$ cat config.mk
export PLATFORM = sky130hd
export DESIGN_NAME = sm510_lcd_scanner_flat
export DESIGN_NICKNAME = d
export VERILOG_FILES = /design/src/rtl/sm510_lcd_scanner_if.sv /design/src/rtl/sm510_lcd_scanner.sv /design/src/flat_wrapper.sv
export SDC_FILE = /design/constraint.sdc
export NUM_CORES = 1
export LEC_CHECK = 0
export ABC_AREA = 1
export BUFFER_PORTS_ARGS = -buffer_cell sky130_fd_sc_hd__buf_2
export CORE_ASPECT_RATIO = 1.5
export CORE_MARGIN = 4
export CORE_UTILIZATION = 59
export DETAILED_ROUTE_END_ITERATION = 10
export PLACE_DENSITY = 0.91
export RECOVER_POWER = 50
export SETUP_SLACK_MARGIN = 0.05
export SLEW_MARGIN = 40
export SYNTH_ARGS = -nofsm -noshare
export SYNTH_HDL_FRONTEND = slang
export SYNTH_SLANG_ARGS = --single-unit
$ cat constraint.sdc
create_clock -name clk -period 3.2 [get_ports clk]
set_input_delay 0.32 -clock clk [delete_from_list [all_inputs] [get_ports clk]]
set_output_delay 0.32 -clock clk [all_outputs]
set_load 0.05 [all_outputs]
$ cat src/rtl/sm510_lcd_scanner_if.sv
// Shared SM510 work-RAM bus: CPU request/response side plus the single RAM port.
// The slave modport is the scanner/arbiter; the master modport is its environment.
interface sm510_lcd_scanner_if;
  logic       cpu_req;
  logic       cpu_we;
  logic [6:0] cpu_addr;
  logic [3:0] cpu_wdata;
  logic       cpu_gnt;
  logic       cpu_rvalid;
  logic [3:0] cpu_rdata;
  logic [6:0] ram_addr;
  logic       ram_we;
  logic [3:0] ram_wdata;
  logic [3:0] ram_rdata;

  modport slave (
    input  cpu_req, cpu_we, cpu_addr, cpu_wdata, ram_rdata,
    output cpu_gnt, cpu_rvalid, cpu_rdata, ram_addr, ram_we, ram_wdata
  );

  modport master (
    output cpu_req, cpu_we, cpu_addr, cpu_wdata, ram_rdata,
    input  cpu_gnt, cpu_rvalid, cpu_rdata, ram_addr, ram_we, ram_wdata
  );
endinterface

$ cat src/rtl/sm510_lcd_scanner.sv
// SM510 LCD scan engine sharing the 4-bit work RAM port with the CPU core.
// Each scan reads all display nibbles into a shadow and commits them atomically.
module sm510_lcd_scanner #(
  parameter logic [6:0] DISP_BASE  = 7'h60,
  parameter int         NUM_SEG    = 32,
  parameter int         STARVE_MAX = 8
) (
  input  logic                clk,
  input  logic                rst_n,
  input  logic                scan_tick,
  input  logic                disp_en,
  input  logic [3:0]          bs_src,
  sm510_lcd_scanner_if.slave  bus,
  output logic [15:0]         segA,
  output logic [15:0]         segB,
  output logic [3:0]          H,
  output logic                Bs,
  output logic                scan_busy,
  output logic                overrun
);

  localparam int SIW = $clog2(NUM_SEG);
  localparam int SCW = $clog2(STARVE_MAX + 1);

  typedef enum logic [1:0] {
    IDLE,
    READ,
    DRAIN,
    COMMIT
  } state_t;

  state_t             state;
  state_t             state_next;
  logic [SIW-1:0]     seg_idx;
  logic [SCW-1:0]     starve_cnt;
  logic [1:0]         com_idx;
  logic [NUM_SEG-1:0] shadow;
  logic               cap_valid;
  logic [SIW-1:0]     cap_idx;
  logic               rd_pend;

  logic scan_want;
  logic force_scan;
  logic cpu_gnt_i;
  logic scan_gnt;
  logic last_seg;

  // The CPU normally wins; the scanner steals one cycle once it has been starved long enough.
  assign scan_want  = (state == READ);
  assign force_scan = scan_want && (starve_cnt == SCW'(STARVE_MAX));
  assign cpu_gnt_i  = bus.cpu_req & ~force_scan;
  assign scan_gnt   = scan_want & ~cpu_gnt_i;
  assign last_seg   = (seg_idx == SIW'(NUM_SEG - 1));

  assign bus.cpu_gnt = cpu_gnt_i;
  assign scan_busy   = (state != IDLE);

  always_comb begin
    bus.ram_addr  = '0;
    bus.ram_we    = 1'b0;
    bus.ram_wdata = '0;
    if (cpu_gnt_i) begin
      bus.ram_addr  = bus.cpu_addr;
      bus.ram_we    = bus.cpu_we;
      bus.ram_wdata = bus.cpu_wdata;
    end else if (scan_want) begin
      bus.ram_addr = DISP_BASE + 7'(seg_idx);
    end
  end

  always_ff @(posedge clk or negedge rst_n) begin
    if (!rst_n) begin
      state <= IDLE;
    end else begin
      state <= state_next;
    end
  end

  always_comb begin
    state_next = state;
    case (state)
      IDLE:    if (scan_tick && disp_en) state_next = READ;
      READ:    if (scan_gnt && last_seg) state_next = DRAIN;
      DRAIN:   state_next = COMMIT;
      COMMIT:  state_next = IDLE;
      default: state_next = IDLE;
    endcase
  end

  // RAM returns data one clock after the address, so both the CPU read and the
  // scanner capture ride a one-stage pipe behind their grant.
  always_ff @(posedge clk or negedge rst_n) begin
    if (!rst_n) begin
      rd_pend        <= 1'b0;
      bus.cpu_rvalid <= 1'b0;
      bus.cpu_rdata  <= '0;
      cap_valid      <= 1'b0;
      cap_idx        <= '0;
      shadow         <= '0;
    end else begin
      rd_pend        <= cpu_gnt_i & ~bus.cpu_we;
      bus.cpu_rvalid <= rd_pend;
      if (rd_pend) begin
        bus.cpu_rdata <= bus.ram_rdata;
      end
      cap_valid <= scan_gnt;
      cap_idx   <= seg_idx;
      if (cap_valid) begin
        shadow[cap_idx] <= bus.ram_rdata[com_idx];
      end
    end
  end

  always_ff @(posedge clk or negedge rst_n) begin
    if (!rst_n) begin
      seg_idx    <= '0;
      starve_cnt <= '0;
    end else begin
      if (state == IDLE) begin
        seg_idx <= '0;
      end else if (scan_gnt) begin
        seg_idx <= seg_idx + SIW'(1);
      end

      if (state == IDLE || scan_gnt) begin
        starve_cnt <= '0;
      end else if (scan_want && cpu_gnt_i && starve_cnt != SCW'(STARVE_MAX)) begin
        starve_cnt <= starve_cnt + SCW'(1);
      end
    end
  end

  // Visible outputs move only on COMMIT, or are blanked by a disabled tick.
  always_ff @(posedge clk or negedge rst_n) begin
    if (!rst_n) begin
      segA    <= '0;
      segB    <= '0;
      H       <= '0;
      Bs      <= 1'b0;
      com_idx <= '0;
      overrun <= 1'b0;
    end else begin
      overrun <= scan_tick && (state != IDLE);
      if (state == IDLE && scan_tick && !disp_en) begin
        H  <= '0;
        Bs <= 1'b0;
      end else if (state == COMMIT) begin
        segA    <= shadow[15:0];
        segB    <= shadow[31:16];
        H       <= 4'b0001 << com_idx;
        Bs      <= bs_src[com_idx];
        com_idx <= com_idx + 2'd1;
      end
    end
  end

endmodule

$ cat src/flat_wrapper.sv
// flat-port wrapper written by rule: the top's interface ports become plain ports
module sm510_lcd_scanner_flat 
#(
  parameter logic [6:0] DISP_BASE  = 7'h60,
  parameter int         NUM_SEG    = 32,
  parameter int         STARVE_MAX = 8
)
  (clk, rst_n, scan_tick, disp_en, bs_src, segA, segB, H, Bs, scan_busy, overrun, bus_cpu_req, bus_cpu_we, bus_cpu_addr, bus_cpu_wdata, bus_ram_rdata, bus_cpu_gnt, bus_cpu_rvalid, bus_cpu_rdata, bus_ram_addr, bus_ram_we, bus_ram_wdata);
  sm510_lcd_scanner_if bus_i ();
  input  logic clk;
  input  logic rst_n;
  input  logic scan_tick;
  input  logic disp_en;
  input  logic [3:0] bs_src;
  output logic [15:0] segA;
  output logic [15:0] segB;
  output logic [3:0] H;
  output logic Bs;
  output logic scan_busy;
  output logic overrun;
  input wire logic [$bits(bus_i.cpu_req)-1:0] bus_cpu_req;
  input wire logic [$bits(bus_i.cpu_we)-1:0] bus_cpu_we;
  input wire logic [$bits(bus_i.cpu_addr)-1:0] bus_cpu_addr;
  input wire logic [$bits(bus_i.cpu_wdata)-1:0] bus_cpu_wdata;
  input wire logic [$bits(bus_i.ram_rdata)-1:0] bus_ram_rdata;
  output wire logic [$bits(bus_i.cpu_gnt)-1:0] bus_cpu_gnt;
  output wire logic [$bits(bus_i.cpu_rvalid)-1:0] bus_cpu_rvalid;
  output wire logic [$bits(bus_i.cpu_rdata)-1:0] bus_cpu_rdata;
  output wire logic [$bits(bus_i.ram_addr)-1:0] bus_ram_addr;
  output wire logic [$bits(bus_i.ram_we)-1:0] bus_ram_we;
  output wire logic [$bits(bus_i.ram_wdata)-1:0] bus_ram_wdata;
  assign bus_i.cpu_req = bus_cpu_req;
  assign bus_i.cpu_we = bus_cpu_we;
  assign bus_i.cpu_addr = bus_cpu_addr;
  assign bus_i.cpu_wdata = bus_cpu_wdata;
  assign bus_i.ram_rdata = bus_ram_rdata;
  assign bus_cpu_gnt = bus_i.cpu_gnt;
  assign bus_cpu_rvalid = bus_i.cpu_rvalid;
  assign bus_cpu_rdata = bus_i.cpu_rdata;
  assign bus_ram_addr = bus_i.ram_addr;
  assign bus_ram_we = bus_i.ram_we;
  assign bus_ram_wdata = bus_i.ram_wdata;
  sm510_lcd_scanner #(.DISP_BASE(DISP_BASE), .NUM_SEG(NUM_SEG), .STARVE_MAX(STARVE_MAX)) u_core (.clk(clk), .rst_n(rst_n), .scan_tick(scan_tick), .disp_en(disp_en), .bs_src(bs_src), .bus(bus_i), .segA(segA), .segB(segB), .H(H), .Bs(Bs), .scan_busy(scan_busy), .overrun(overrun));
endmodule
==> results.sh <==
export IMPL_critical_path_cell_chain="inv_1 -> ha_1 -> nand4_1 -> nand2_1 -> inv_2 -> nand2_1 -> o21ai_0 -> buf_2"
export IMPL_multi_input_area_sq_um=1640
export IMPL_ant_nets=0
export IMPL_min_period_ns=2.38
export IMPL_clock_latency_ns=0.37
export IMPL_finalSetupViolCount=0
export IMPL_drt_iter0_drc=299
export IMPL_cap_violations=1
export IMPL_final_cell_area_sq_um=4840
export IMPL_rrSetupSlack_ns=0.86
export IMPL_io_pins=82
export IMPL_timing_rr_end="u_core.H[2]"
export IMPL_netlist_top_cells_area="dfrtp_1, nand2_1, ha_1"
export IMPL_place_area_sq_um=4670
export IMPL_yosysUniqueCellTypes=25
export IMPL_place_congestion=0.877
export IMPL_crit_path_max_fanout=8
export IMPL_first_global_vias=3344
export IMPL_critPathMaxStageDelay_ns=0.42
export IMPL_min_path_cells=2
export IMPL_rows=37
export IMPL_cp_data_required_time_ns=2.88
export IMPL_ys_seq_area_share_pct=56.8
export IMPL_hold_class="input port to register"
export IMPL_hold_ws_ns=0.113
export IMPL_diodes=0
export IMPL_synthCells=481
export IMPL_worst_pin_slew_ns=1.57
export IMPL_avgViaCountPerCell=5.26
export IMPL_final_max_slew_viol_count=37
export IMPL_powerDensity_nw_per_um2=974
export IMPL_violations="capacitance limit, slew limit"
export IMPL_dp_hpwl_microns=6230
export IMPL_postCtsSetupBuffers=0
export IMPL_design_core_area_sq_um=6900
export IMPL_min_period_over_period_pct=74.5
export IMPL_yosys_warnings=0
export IMPL_min_delay_start="bus_cpu_we"
export IMPL_holdBufCountCts=0
export IMPL_finalHoldViolCount=0
export IMPL_cts_buffers=9
export IMPL_vias=3412
export IMPL_io_buffer_count=81
export IMPL_area_growth_pct=15.7
export IMPL_h_tree_depth=3
export IMPL_path_common_cell="nand2_1"
export IMPL_r2r_start="u_core.state[0]"
export IMPL_status="finished, violations left"
export IMPL_drcViolationCount=0
export IMPL_max_freq_mhz=419
export IMPL_netlist_area_sq_um=4190
export IMPL_initial_core_util_pct=60.7
export IMPL_startpoint_type="register"
export IMPL_yosysTopAreaCell="dfrtp_1"
export IMPL_fin_skew_ns=0.00755
export IMPL_critPathKind="register to output port"
export IMPL_antenna_found_initial=0
export IMPL_hold_path_end="u_core.rd_pend"
export IMPL_worstPathBufferInverterCount=3
export IMPL_rsz0062_at_grt="no"
export IMPL_ff_latch_area_sq_um=2380
export IMPL_grt_pass1_wl_microns=14600
export IMPL_setup_tns_ns=0
export IMPL_path_clk_slew_ns=0.08
export IMPL_clock_path_buffers=2
export IMPL_fp_dieArea_sq_um=8530
export IMPL_grtUsageTotal_pct=21.2
export IMPL_firstDrtPassIters=4
export IMPL_num_fill_cells=526
export IMPL_root_buffer="clkbuf_8"
export IMPL_ff2ff_path_depth=5
export IMPL_power_leakage_nw=2.61
export IMPL_synth_top_area_share_pct=56.8
export IMPL_wl_per_cell_microns=13.2
export IMPL_overflow=0
export IMPL_cts_tree="done"
export IMPL_endpoint_kind="output port"
export IMPL_power_total_mw=4.71
export IMPL_nets=604
export IMPL_relSlewSlack_pct=-4.35
export IMPL_slowest_stage="dfrtp_1"
export IMPL_synth_avg_cell_area_sq_um=8.70
export IMPL_worstPathArrival_ns=2.06
export IMPL_ir_worst_vdd_mv=0.465
export IMPL_post_cts_resized=0
export IMPL_layout_drive_gt1_share_pct=21.5
export IMPL_wl_microns=8580
export IMPL_path_delay_family="buffers and inverters"
export IMPL_die_x_microns=76.8
export IMPL_grt_max_degree=60
export IMPL_cts_sinks=95
export IMPL_ys_ff_latch=95
export IMPL_die_y_microns=111
export IMPL_syn_nets=519
## worst max path at each step
stage / startpoint / end / slack [ns] / depth (start not counted)
3_3_place_gp: u_core.state[1] / bus_ram_addr[4] / 1.32 / 7
3_5_place_dp: u_core.state[1] / bus_ram_addr[3] / 1.22 / 8
2_1_floorplan: u_core.starve_cnt[0] / bus_ram_addr[2] / 0.84 / 6
5_1_grt: u_core.state[1] / bus_ram_addr[3] / 0.60 / 8
6_report: u_core.state[1] / bus_ram_addr[3] / 0.82 / 8
4_1_cts: u_core.state[1] / bus_ram_addr[3] / 0.81 / 8
## Yosys cell counts (all sizes together)
cell	count
a21boi	1
a21oi	1
buf	2
clkbuf	9
dfrtp	95
ha	13
inv	32
mux2	4
nand2	226
nand3	20
nand4	4
nor2	21
nor3	12
o21ai	38
or2	1
xor2	2
## cells in the final DEF (no fill, tap or decap)
master	synthesis	layout
buf_2	1	78
nand3_1	19	19
dfrtp_1	95	95
ha_1	13	13
o21ai_1	32	32
buf_4	0	1
inv_2	7	7
a21oi_2	1	1
a21boi_0	1	1
nor3_2	7	7
clkinv_2	0	2
or2_2	1	1
mux2_2	4	4
nor3_4	4	4
nand4_1	4	4
inv_1	25	25
clkbuf_8	0	11
nand3_2	1	1
nand2_1	225	225
nor3_1	1	1
clkbuf_1	6	5
clkinvlp_4	0	3
o21ai_2	1	1
xor2_1	2	2
nor2_1	21	21
nand2_2	1	1
o21ai_0	5	5
clkbuf_2	3	1
## final cells by class
| class | count | area share [%] |
|---|---|---|
| sequential | 95 | 49.1 |
| clock inverter | 5 | 0.672 |
| tap | 78 | 2.02 |
| timing repair buffer | 85 | 8.71 |
| clock buffer | 11 | 3.13 |
| multi-input combinational | 343 | 33.9 |
| inverter | 32 | 2.48 |
## worst reg2reg max path: stages (launching register included)
cell and delay [ns]:
dfrtp_1 0.41, ha_1 0.19, clkbuf_1 1.13, nor2_1 0.31
nand2_1 0.16, nand2_1 0.05
## flip-flops by register name (all words and copies together), names as in the netlist
name                   flops
u_core.Bs                  1
u_core.segA               16
u_core.com_idx             2
u_core.starve_cnt          4
u_core.state               2
u_core.rd_pend             1
u_core.bus.cpu_rvalid      1
u_core.cap_valid           1
u_core.overrun             1
u_core.segB               16
u_core.cap_idx             5
u_core.H                   4
u_core.seg_idx             5
u_core.shadow             32
u_core.bus.cpu_rdata       4
## per-layer routing
metal / part of all wire (%) / track usage (%) / vias up
li1: - / - / 1685
met1: 40 / 23.4 / 1610
met2: 53 / 38.6 / 101
met3: 4.7 / 3.58 / 16
met4: 2.4 / 10.5 / 0
met5: 0 / 0 / -
## power by group
part | switching (mW) | total (mW) | internal, mW | leakage [nW]
Clock | 0.397 | 0.718 | 0.321 | 0.0873
Sequential | 0.209 | 1.74 | 1.53 | 1.06
Combinational | 1.75 | 2.26 | 0.502 | 1.46
## stage by stage
| step | util (%) | cells | setup slack (ns) |
|---|---|---|---|
| 2_1_floorplan | - | 481 | 0.844 |
| 3_3_place_gp | 67.8 | 633 | 1.32 |
| 3_5_place_dp | 67.8 | 633 | 1.22 |
| 4_1_cts | 70.4 | 649 | 0.809 |
| 5_1_grt | 70.2 | 649 | 0.595 |
| 6_report | 70.2 | 649 | 0.816 |
## kinds of logic (layout without fill, tap and decap cells)
kind of cell | after synthesis | count (layout) | synth area share [%]
buffers and inverters | 43 | 133 | 3.98
DFF | 95 | 95 | 56.8
AOI/OAI and AO/OA | 40 | 40 | 5.02
muxes | 4 | 4 | 1.08
xor gates and xnor gates | 2 | 2 | 0.419
adders and majority gates | 13 | 13 | 3.89
and+or+nand+nor | 284 | 284 | 28.8
Note: power is estimated with default switching activity, not from simulation.
